<file path="config.mk">
export PLATFORM = sky130hd
export DESIGN_NAME = median_rank_filter
export DESIGN_NICKNAME = d
export VERILOG_FILES = /design/src/rtl/median_pkg.sv /design/src/rtl/median_cell.sv /design/src/rtl/median_rank_filter.sv
export SDC_FILE = /design/constraint.sdc
export NUM_CORES = 1
export LEC_CHECK = 0
export BUFFER_PORTS_ARGS = -buffer_cell sky130_fd_sc_hd__clkbuf_2
export CAP_MARGIN = 20
export CORE_UTILIZATION = 45
export DETAILED_ROUTE_END_ITERATION = 12
export GPL_ROUTABILITY_DRIVEN = 0
export PLACE_DENSITY = 0.63
export REMOVE_ABC_BUFFERS = 1
export SLEW_MARGIN = 30
export SYNTH_ARGS = -nofsm -noshare
export SYNTH_HDL_FRONTEND = slang
export SYNTH_HIERARCHICAL = 1
export SYNTH_SLANG_ARGS = --single-unit
</file>
<file path="constraint.sdc">
create_clock -name CLK -period 3.06 [get_ports CLK]
set_input_delay 0 -clock CLK [delete_from_list [all_inputs] [get_ports CLK]]
set_output_delay 0 -clock CLK [all_outputs]
set_load 0.01 [all_outputs]
</file>
<file path="src/rtl/median_pkg.sv">
// rtl/median_pkg.sv - shared types and helpers for the rank-order median filter
// Purpose: state encoding and rank arithmetic shared by median_rank_filter and median_cell.
// Contents: state_t {IDLE, LOAD}; mid_rank(n) = (n-1)/2; clamp_rank(rank, n) limits a rank to n-1.
package median_pkg;

  typedef enum logic {
    IDLE = 1'b0,
    LOAD = 1'b1
  } state_t;

  // Median slot of an odd-sized window
  function automatic int mid_rank(input int n);
    return (n - 1) / 2;
  endfunction

  // Ranks past the end of the window select the smallest sample
  function automatic int clamp_rank(input int rank, input int n);
    return (rank >= n) ? n - 1 : rank;
  endfunction

endpackage

</file>
<file path="src/rtl/median_cell.sv">
// rtl/median_cell.sv - one slot of the descending insertion-sorted sample array
// Purpose: computes the next value of a slot when a new sample is inserted.
// Ports:
//   own      in  W  this slot's current value
//   upper    in  W  value of the slot above (index k-1); ignored for slot 0
//   din      in  W  incoming sample
//   valid    in  1  this slot currently holds a window sample
//   upper_ge in  1  slot above is valid and >= din (tie to 1 for slot 0)
//   next_val out W  value this slot takes on insertion
//   ge       out 1  this slot is valid and >= din
module median_cell
  import median_pkg::*;
#(
  parameter int W = 8
) (
  input  logic [W-1:0] own,
  input  logic [W-1:0] upper,
  input  logic [W-1:0] din,
  input  logic         valid,
  input  logic         upper_ge,
  output logic [W-1:0] next_val,
  output logic         ge
);

  // ge flags form a prefix over the sorted array; equal values count as ge,
  // so a new sample lands after existing equal samples.
  assign ge = valid && (own >= din);

  // Keep if at or above the insertion point, take din at the insertion
  // point, otherwise shift down from the slot above.
  assign next_val = ge ? own : (upper_ge ? din : upper);

endmodule

</file>
<file path="src/rtl/median_rank_filter.sv">
// rtl/median_rank_filter.sv - serial N-sample window, returns the sample at a chosen rank
// Purpose: insertion-sorts each window as samples arrive and outputs the selected rank
//          one edge after the window completes. Optional macro MEDIAN_RANK_EN enables the
//          per-window RANK input; without it the block is a fixed median filter.
// Ports:
//   CLK   in  1   clock, rising edge
//   nRST  in  1   asynchronous active-low reset
//   DI    in  W   sample input, valid while DSI=1
//   DSI   in  1   data strobe, high for N consecutive cycles per window
//   RANK  in  RW  output rank (0 = largest), sampled with the first sample of a window
//   DO    out W   selected-rank result, held until the next result
//   DSO   out 1   one-cycle pulse marking a new DO
//   BUSY  out 1   a window is partially loaded
module median_rank_filter
  import median_pkg::*;
#(
  parameter int W  = 8,
  parameter int N  = 9,
  parameter int RW = $clog2(N)
) (
  input  logic          CLK,
  input  logic          nRST,
  input  logic [W-1:0]  DI,
  input  logic          DSI,
  input  logic [RW-1:0] RANK,
  output logic [W-1:0]  DO,
  output logic          DSO,
  output logic          BUSY
);

  localparam int MID = mid_rank(N);
  localparam int CW  = $clog2(N);

  state_t        state, state_next;
  logic [CW-1:0] cnt, cnt_next;
  logic          done, done_next;
  logic          insert, first;
  logic [RW-1:0] rank_reg, rank_sel;

  logic [W-1:0]  s      [N];
  logic [W-1:0]  s_next [N];
  logic [W-1:0]  upper  [N];
  logic [N-1:0]  ge;
  logic [N-1:0]  upper_ge;
  logic [N-1:0]  valid;

  for (genvar k = 0; k < N; k++) begin : g_cell
    if (k == 0) begin : g_top
      assign upper[k]    = '0;
      assign upper_ge[k] = 1'b1;
    end else begin : g_rest
      assign upper[k]    = s[k-1];
      assign upper_ge[k] = ge[k-1];
    end

    // In IDLE the array is treated as empty so a new window starts at slot 0
    assign valid[k] = (state == LOAD) && (CW'(k) < cnt);

    median_cell #(.W(W)) u_cell (
      .own      (s[k]),
      .upper    (upper[k]),
      .din      (DI),
      .valid    (valid[k]),
      .upper_ge (upper_ge[k]),
      .next_val (s_next[k]),
      .ge       (ge[k])
    );
  end

`ifdef MEDIAN_RANK_EN
  assign rank_sel = RW'(clamp_rank(int'(RANK), N));
`else
  logic unused_rank;
  assign unused_rank = ^RANK;
  assign rank_sel    = RW'(MID);
`endif

  always_comb begin
    state_next = state;
    cnt_next   = cnt;
    done_next  = 1'b0;
    insert     = 1'b0;
    first      = 1'b0;
    case (state)
      IDLE: begin
        if (DSI) begin
          insert     = 1'b1;
          first      = 1'b1;
          cnt_next   = CW'(1);
          state_next = LOAD;
        end
      end
      LOAD: begin
        if (DSI) begin
          insert = 1'b1;
          if (cnt == CW'(N - 1)) begin
            cnt_next   = '0;
            done_next  = 1'b1;
            state_next = IDLE;
          end else begin
            cnt_next = cnt + CW'(1);
          end
        end else begin
          // Short window: discard it without touching the output
          cnt_next   = '0;
          state_next = IDLE;
        end
      end
      default: begin
        cnt_next   = '0;
        state_next = IDLE;
      end
    endcase
  end

  always_ff @(posedge CLK or negedge nRST) begin
    if (!nRST) begin
      state    <= IDLE;
      cnt      <= '0;
      done     <= 1'b0;
      rank_reg <= RW'(MID);
      DO       <= '0;
      DSO      <= 1'b0;
      for (int k = 0; k < N; k++) s[k] <= '0;
    end else begin
      state <= state_next;
      cnt   <= cnt_next;
      done  <= done_next;
      DSO   <= done;
      // Reads the pre-edge array, so the next window may start on this edge
      if (done) DO <= s[rank_reg];
      if (first) rank_reg <= rank_sel;
      if (insert) begin
        for (int k = 0; k < N; k++) s[k] <= s_next[k];
      end
    end
  end

  assign BUSY = (cnt != '0);

endmodule

</file>
==> impl_results.md, run 1 <==
- Placement Setup Slack: ~0.22 ns
- R2r setup slk: roughly 0.22 ns
- Fin crit period: approximately 2.8 ns
- Nets@finish: roughly 450
- Final Hold Vio Count: 0
- Final Core Density: roughly 51%
- Setup violations, final: 0
- Vias per cell: approximately 5.3
- DRT iter0 DRCs: 48
- # Max-Cap Violations: 0
- Clock buffer depth: 2
- Skew final: ~0.015 ns
- FILL cells: about 800
- Rows: 34
- Crit start category: flip-flop
- Highest Clock Rate: about 350 MHz
- R2R Path End: s[61]
- Layout area overhead: 8.301%
- Worst r2r src: cnt[0]
- Mapped Cells: between 300 and 400
- Die Width: between 90 and 100 um
- Mapped Avg Cell Area: about 12 um^2
- Largest net degree at the start of global routing: 35
- Lkg Pwr: around 2.3 nW
- Status: completed
- Fin area: 4538 um^2
- Vias in the first global route: around 2600
- All-layer global routing usage: about 16%
- Worst Path Arrival: around 3 ns
- Critical path peak fanout: 8
- First drt pass iteration count: 6
- Depth of the most critical reg-to-reg path: 11
- DR DRC count: 0
- First-pass GRT wire length: between 10 and 15 mm
- Root buf cell: clkbuf_8
- PD cells: around 640 nW/um^2
- Initial antenna violation count: 0
- Core box area: just under 9000 um^2
- Overall routed net length: between 7 and 8 mm
- Clk Latency, worst-skew pair: 0.31 ns
- Max_slew headroom: between 30% and 40%
- CTS sink count: 55
- DRT antenna net count: 0
- Largest stage delay, worst path: 0.43 ns
- Warnings from Yosys: 6
- Die Height: around 98 um
- Unrepaired setup endpoints after global routing: no
- Worst EP required: ~3.3 ns
- Total CTS buffers: 5
- Worst slew pin tran: slightly above 0.9 ns
- Cell mode on critical path: mux2_2
- Via count: around 2600
- Max VDD drop: about 0.00023 V
- N_diodes: 0
- Hold Slack: between 0.2 and 0.25 ns
- Final Worst Setup Slack: roughly 0.22 ns
- CP cell instances: inv_1 -> ha_1 -> nand2b_1 -> nand2b_1 -> and2_1 -> o2111a_1 -> a22oi_4 -> inv_1 -> mux2_2 -> mux2_2 -> mux2_2
- Worst path slowest cell: dfrtp_1
- CP endpoint kind: flip-flop
- HPWL after DPL: between 5 and 6 mm
- Share of cells above drive strength 1: around 43%
- Routed length per instance: approximately 15 um
- Clk slew on worst S/H paths: ~0.1 ns
- Port Buffer Count: 20
- Tcrit/Tclk final: between 90 and 100%
- TritonCTS clock tree: built
- Setup Crit Path Kind: reg -> reg
- DP Area: between 4000 and 5000 um^2
- Starting Density: 47.36%
- Grt ovf: 0
- Die area: roughly 9700 um^2
- # H-tree levels: 2
- Num ports: 25
- Mapped cell area: approximately 4200 um^2
- Number of max-slew violations in the final report: 0
- Worst Hold Class: in -> async
- Total negative slack: 0 ns
[metal layers]
layer	global-route usage, %	wire length, um	vias to the layer above
li1	-	-	1330
met1	21.72	3594	1294
met3	2.908	125	7
met5	0	0	-
met2	27.79	3500	13
met4	4.363	78	0
[cell type report]
class | instances | area, um^2 | share of cell area, %
inverter | 48 | 180.2 | 3.970
tap | 108 | 135.1 | 2.978
multi-input combinational | 250 | 2580 | 56.85
clock inverter | 1 | 7.507 | 0.1654
clock buffer | 7 | 96.34 | 2.123
sequential | 55 | 1376 | 30.33
timing repair buffer | 28 | 162.7 | 3.584
[per-stage QoR]
step | instances | power [mW]
floorplan | 353 | 2.180
global placement | 488 | 2.421
detailed placement | 488 | 2.473
CTS | 497 | 2.954
global route | 497 | 3.172
finish | 497 | 2.896
[sequential cells by signal, indices dropped and copies added (netlist names)]
signal,cells
s,40
cnt,4
done,1
state,1
DO,8
DSO,1
[worst max-delay path: cells and delay by family (launching register included)]
family                     cells  cell delay, ns
muxes                          3            0.89
and+or+nand+nor                3            0.48
DFF                            1            0.43
AOI/OAI and AO/OA              2            0.35
buffers and inverters          2            0.34
adders and majority gates      1            0.23
[cell usage in the layout (no fill, tap or decap), types with 6 or more instances in the layout]
cell / n
inv_1: 48
dfrtp_1: 55
clkbuf_8: 7
buf_4: 7
ha_1: 43
conb_1: 9
o21ai_0: 12
mux2i_1: 11
nor2_1: 6
clkbuf_2: 20
mux2_2: 118
[power breakdown]
group | total [mW] | switching (mW) | internal [mW]
sequential | 1.19 | 0.230 | 0.962
combinational | 1.25 | 0.493 | 0.761
clock | 0.450 | 0.244 | 0.207
[worst max-delay path by stage]
stage	start	endpoint	cells past startpoint
detailed placement	cnt[0]	s[57]	11
global placement	cnt[0]	s[61]	11
global route	cnt[0]	s[61]	11
CTS	cnt[1]	s[61]	11
floorplan	cnt[0]	s[57]	11
finish	cnt[0]	s[61]	11
[timing repair]
item / 4_1_cts / 5_1_grt
gates resized for setup: 0 / 0
setup buffers: 0 / 0
setup endpoints to repair: 0 / 0
hold buffers: 1 / 0
hold endpoints to repair: 23 / 0
Note: power is estimated with default switching activity, not from simulation.
==> run 2, diff against run 1 <==
Settings changed: ABC_AREA set to 1.
==> run 2 against run 1 <==
  * Fmax grew 17%
  * Non-clock buffer count did not move
  * Setup slack better by 0.40 ns
  * Sequential power down 9%
  * Clock skew decreased by 0.0012 ns
  * Die area rose by 6.3%
  * Clock power fell by 6.7%
  * Register-to-register slack gained 0.40 ns
  * Core utilization decreased by 0.78 points
  * Sequential share of layout area fell by 1.4 points
  * Wire length is 33% higher
  * Largest cell class unchanged
  * Largest power group unchanged
==> impl_results.md, run 2 <==
- P_int: about 1.5 mW
- Fin area: 4756 um^2
- Unrepaired setup endpoints after global routing: no
- Share of cells above drive strength 1: a little under an eighth
- Biggest register: s
- Warnings from Yosys: 6
- Share of power burned in registers: 39.6%
- Top flop regs: s: 40 flops, DO: 8 flops, cnt: 4 flops
- Worst Setup SP: s[47]
- Vias per cell: slightly below 5
- Worst Path Arrival: around 2.7 ns
- CP endpoint kind: flip-flop
- Largest register FFs: 40
- FF/Latch Area: roughly 1400 um^2
- Initial antenna violation count: 0
- DP Area: roughly 4700 um^2
- Sw Ratio: 43.71%
- Worst Hold Class: in -> async
- Clock buffer depth: 2
- Layout area overhead: 6.650%
- Max_slew headroom: between 50% and 60%
- Tcrit/Tclk final: between 70% and 80%
- Grt ovf: 0
- Max VDD drop: 0.0002356 V
- Via count: ~3800
- Lkg Pwr: 2.861 nW
- Overall routed net length: between 9 and 10 mm
- # H-tree levels: 2
- Total negative slack: 0 ns
- N_diodes: 0
- DRT antenna net count: 0
- CTS sink count: 55
- Clk Latency, worst-skew pair: ~0.32 ns
- Number of max-slew violations in the final report: 0
- Critical path peak fanout: 15
- Root buf cell: clkbuf_8
- First drt pass iteration count: 4
- R2r setup slk: approximately 0.63 ns
- TritonCTS clock tree: built
- All-layer global routing usage: 20.77%
- Mapped Cells: approximately 630
- Setup Crit Path Kind: reg -> reg
- Worst EP required: between 3 and 4 ns
- Mapped Avg Cell Area: between 7 and 8 um^2
- Port Buffer Count: 20
- Worst slew pin tran: approximately 0.69 ns
- Final Power: roughly 2.7 mW
- HPWL after DPL: about 7.3 mm
- Total CTS buffers: 5
- Nets@finish: slightly above 700
- Die Height: 101.5 um
- Mapped cell area: roughly 4500 um^2
- Fin crit period: between 2 and 2.5 ns
- FILL cells: about 930
- Status: completed
- Final Hold Vio Count: 0
- # Max-Cap Violations: 0
- Skew final: around 0.014 ns
- Depth of the most critical reg-to-reg path: 12
- Vias in the first global route: just under 4000
- Largest net degree at the start of global routing: 40
- Comb pwr share: between 40 and 50%
- DRT iter0 DRCs: ~200
- Worst r2r src: s[47]
- NetSw: between 1 and 1.5 mW
- Area of the multi-input gates: around 2700 um^2
- Num ports: 25
- Rows: 35
- PD cells: 572.3 nW/um^2
- First-pass GRT wire length: roughly 17 mm
- Die Width: slightly above 100 um
- Commonest non-fill, non-tap cell in the layout: nand2_1
- Highest Clock Rate: 411.1 MHz
- Setup violations, final: 0
- DR DRC count: 0
- Final Core Density: ~50%
- Routed length per instance: 12.31 um
- Crit start category: flip-flop
- Clock power frac: between 15 and 20%
- CP Capture Point: s[32]
- Most frequent cells in the layout: 238 x nand2_1, 71 x inv_1, 55 x dfrtp_1, 53 x a21oi_1, 48 x nor2_1
- Core box area: 9415 um^2
- Die area: approximately 10000 um^2
- Clk slew on worst S/H paths: 0.11 ns
- Starting Density: between 40% and 50%
- R2R Path End: s[32]
## run 2: final cells by class
| cell class | instances | area share, % |
|---|---|---|
| inverters | 73 | 5.762 |
| repair buffers | 28 | 3.420 |
| clock inverters | 2 | 0.3420 |
| clock buffers | 6 | 1.526 |
| flip-flops and latches | 55 | 28.94 |
| multi-input cells | 493 | 56.62 |
| well taps | 129 | 3.394 |
## run 2: per-stage QoR
stage | hold WS, ns | worst slack (ns) | cells
after floorplan | -0.2956 | 0.7625 | 621
after global placement | -0.03979 | 0.6828 | 777
after detailed placement | -0.03866 | 0.6646 | 777
after CTS | 0.1503 | 0.6380 | 786
after global routing | 0.1921 | 0.4644 | 786
final | 0.1385 | 0.6277 | 786
## run 2: repair_timing
action	in CTS	in global routing
hold endpoints to repair	16	0
hold buffers	1	0
gates resized for setup	0	0
buffers inserted	0	0
## run 2: layer usage
metal  share of wire (%)  up-vias  wire length [um]  global-route usage (%)
li1                    -     2020                 -                       -
met3                 2.8        9               268                   2.692
met1                  45     1730              4325                   23.87
met2                  52       52              4985                   39.71
met4                0.97        0                94                   6.132
met5                   0        -                 0                       0
## run 2: power by group through the flow
stage                     clock (mW)  sequential (mW)  combinational (mW)
final                          0.420             1.08                1.22
after global routing           0.468             1.11                1.43
after CTS                      0.435             1.08                1.23
after detailed placement           0             1.09                1.22
after global placement             0             1.09                1.19
after floorplan                    0             1.04               0.974
## run 2: how the worst min path moves through the flow
| stage | to | slack [ns] | cells after the start |
|---|---|---|---|
| final | DO[4] | 0.14 | 2 |
| after global routing | DO[0] | 0.19 | 2 |
| after CTS | DO[0] | 0.15 | 2 |
| after detailed placement | DO[0] | -0.04 | 1 |
| after global placement | DO[0] | -0.04 | 1 |
| after floorplan | DO[0] | -0.30 | 0 |
## run 2: critical path: stages, from the launching register on
cell and delay (ns):
dfrtp_1 0.43, ha_1 0.32, nand2_2 0.08, nor2_4 0.13, nand4_2 0.11, nand3_4 0.17, nand2_4 0.11, inv_1 0.36
mux2_2 0.39, nand2_1 0.07, nand2_1 0.04, nand2_1 0.05, nand2_1 0.06
==> run 3, diff against run 2 <==
Settings changed: ABC_AREA 1 to 0, PLACE_DENSITY 0.63 to 0.65.
Clock period 3.06 ns to 2 ns, I/O delays scaled along.
==> run 3 against run 2 <==
  * The run now ends with setup timing left
  * Critical path depth is 4 lower
  * Wire length is 9.7% lower
  * Setup slack worse by 1.2 ns
  * Via count is 21% lower
  * Register-to-register slack worse by 1.2 ns
==> impl_results.md, run 3 (synthesis gave the netlist of run 1 again) <==
- Crit start category: flip-flop
- Via count: 3007
- Critical path's top delay family: multiplexers
- Status: finished, violations left
- Largest register FFs: 40
- Worst path slowest cell: dfrtp_1
- Grt ovf: 0
- Max VDD drop: roughly 0.0005 V
- CP endpoint kind: flip-flop
- Final Worst Setup Slack: -0.5659 ns
- # Max-Cap Violations: 0
- Clk slew on worst S/H paths: 0.11 ns
- Worst Hold Class: in -> async
- Tcrit/Tclk final: 128.3%
- Critical path peak fanout: 8
- PD cells: just over 1000 nW/um^2
- HPWL after DPL: between 6 and 7 mm
- Largest net degree at the start of global routing: 34
- CTS sink count: 55
- Number of max-slew violations in the final report: 0
- Fin area: roughly 5400 um^2
- Fin crit period: 2.566 ns
- Setup violations, final: 40
- Lkg Pwr: around 2.9 nW
- DP Area: just over 5000 um^2
- First drt pass iteration count: 4
- Placement Setup Slack: -0.5498 ns
- Clock buffer depth: 2
- Total negative slack: -14.29 ns
- Unrepaired setup endpoints after global routing: yes
- Root buf cell: clkbuf_8
- Vias per cell: 5.193
- Setup Crit Path Kind: reg -> reg
- DRT iter0 DRCs: 77
- TritonCTS clock tree: built
- Core box area: around 8800 um^2
- Initial antenna violation count: 0
- N_diodes: 0
- # H-tree levels: 2
- Largest stage delay, worst path: about 0.40 ns
- All-layer global routing usage: between 10% and 20%
- Top flop regs: s: 40 flops, DO: 8 flops, cnt: 4 flops
- Overall routed net length: slightly below 9 mm
- CP cell instances: ha_1 -> and3_4 -> a221o_1 -> a22oi_4 -> inv_1 -> mux2_2 -> mux2_2 -> mux2_2
- Num ports: 25
- DR DRC count: 0
- WP buf/inv: 1
- Die Height: 98.50 um
- Nets@finish: 528
- Final Hold Vio Count: 0
- Hold Slack: between 0.2 and 0.25 ns
- Most frequent cells in the layout: 96 x mux2_2, 83 x buf_4, 55 x dfrtp_1, 45 x inv_1, 39 x ha_1
- Highest Clock Rate: around 400 MHz
- Vias in the first global route: approximately 3100
- Total CTS buffers: 5
- Commonest non-fill, non-tap cell in the layout: mux2_2
- DRT antenna net count: 0
- Worst EP required: roughly 2.2 ns
- Die Width: between 90 and 100 um
- Routed length per instance: 15.09 um
- Cell mode on critical path: mux2_2
- Share of cells above drive strength 1: between 50 and 60%
- Biggest register: s
- Rows: 34
- Starting Density: a little under half
- First-pass GRT wire length: ~15 mm
- Worst Path Arrival: 2.76 ns
- Clk Latency, worst-skew pair: 0.31 ns
- Failing checks: setup timing
- Layout area overhead: 28.16%
- Skew final: 0.01011 ns
- Worst slew pin tran: roughly 0.65 ns
- Final Power: ~5.5 mW
- Die area: slightly below 10000 um^2
- Max_slew headroom: a little under three fifths
- Port Buffer Count: 20
-- run 3: metrics by stage --
stage	std cells	utilization [%]
floorplan	353	-
global placement	565	56.96
detailed placement	565	56.96
CTS	577	60.36
global route	579	60.69
finish	579	60.69
-- run 3: report_power, final --
group	leakage, nW	internal [mW]	switching, mW
Sequential	0.672	1.47	0.233
Clock	0.0587	0.381	0.398
Combinational	2.13	1.91	1.13
-- run 3: final cells by class --
class                           count  area, um^2
Tap cell                          108       135.1
Fill cell                         742        3478
Timing Repair Buffer              110       822.0
Clock inverter                      3       47.55
Inverter                           48       187.7
Clock buffer                        5       68.82
Multi-Input combinational cell    250        2733
Sequential cell                    55        1376
-- run 3: routing by layer --
layer  vias up  part of all wire (%)  track usage, %
met3        12                   2.2           2.695
met4         0                   1.9           5.741
met5         -                     0               0
met2        28                    49           33.91
met1      1470                    47           26.07
li1       1497                     -               -
-- run 3: final timing paths --
path | from | endpoint | slack (ns) | cells past startpoint
worst max-delay path | s[54] | s[44] | -0.57 | 8
worst min-delay path | nRST | DO[0] | 0.22 | 2
worst max register to register | s[54] | s[44] | -0.57 | 8
worst min register to register | DO[6] | DO[6] | 0.52 | 1
max in group asynchronous | nRST | s[71] | 1.15 | 3
min in group CLK | DI[0] | s[48] | 0.26 | 4
-- run 3: timing repair --
action,in CTS,in global routing
resized for setup,40,6
hold buffers,1,0
endpoints found under the setup margin,40,40
hold endpoints to repair,22,0
setup buffers,5,3
pin swaps,17,2
gates cloned,0,0
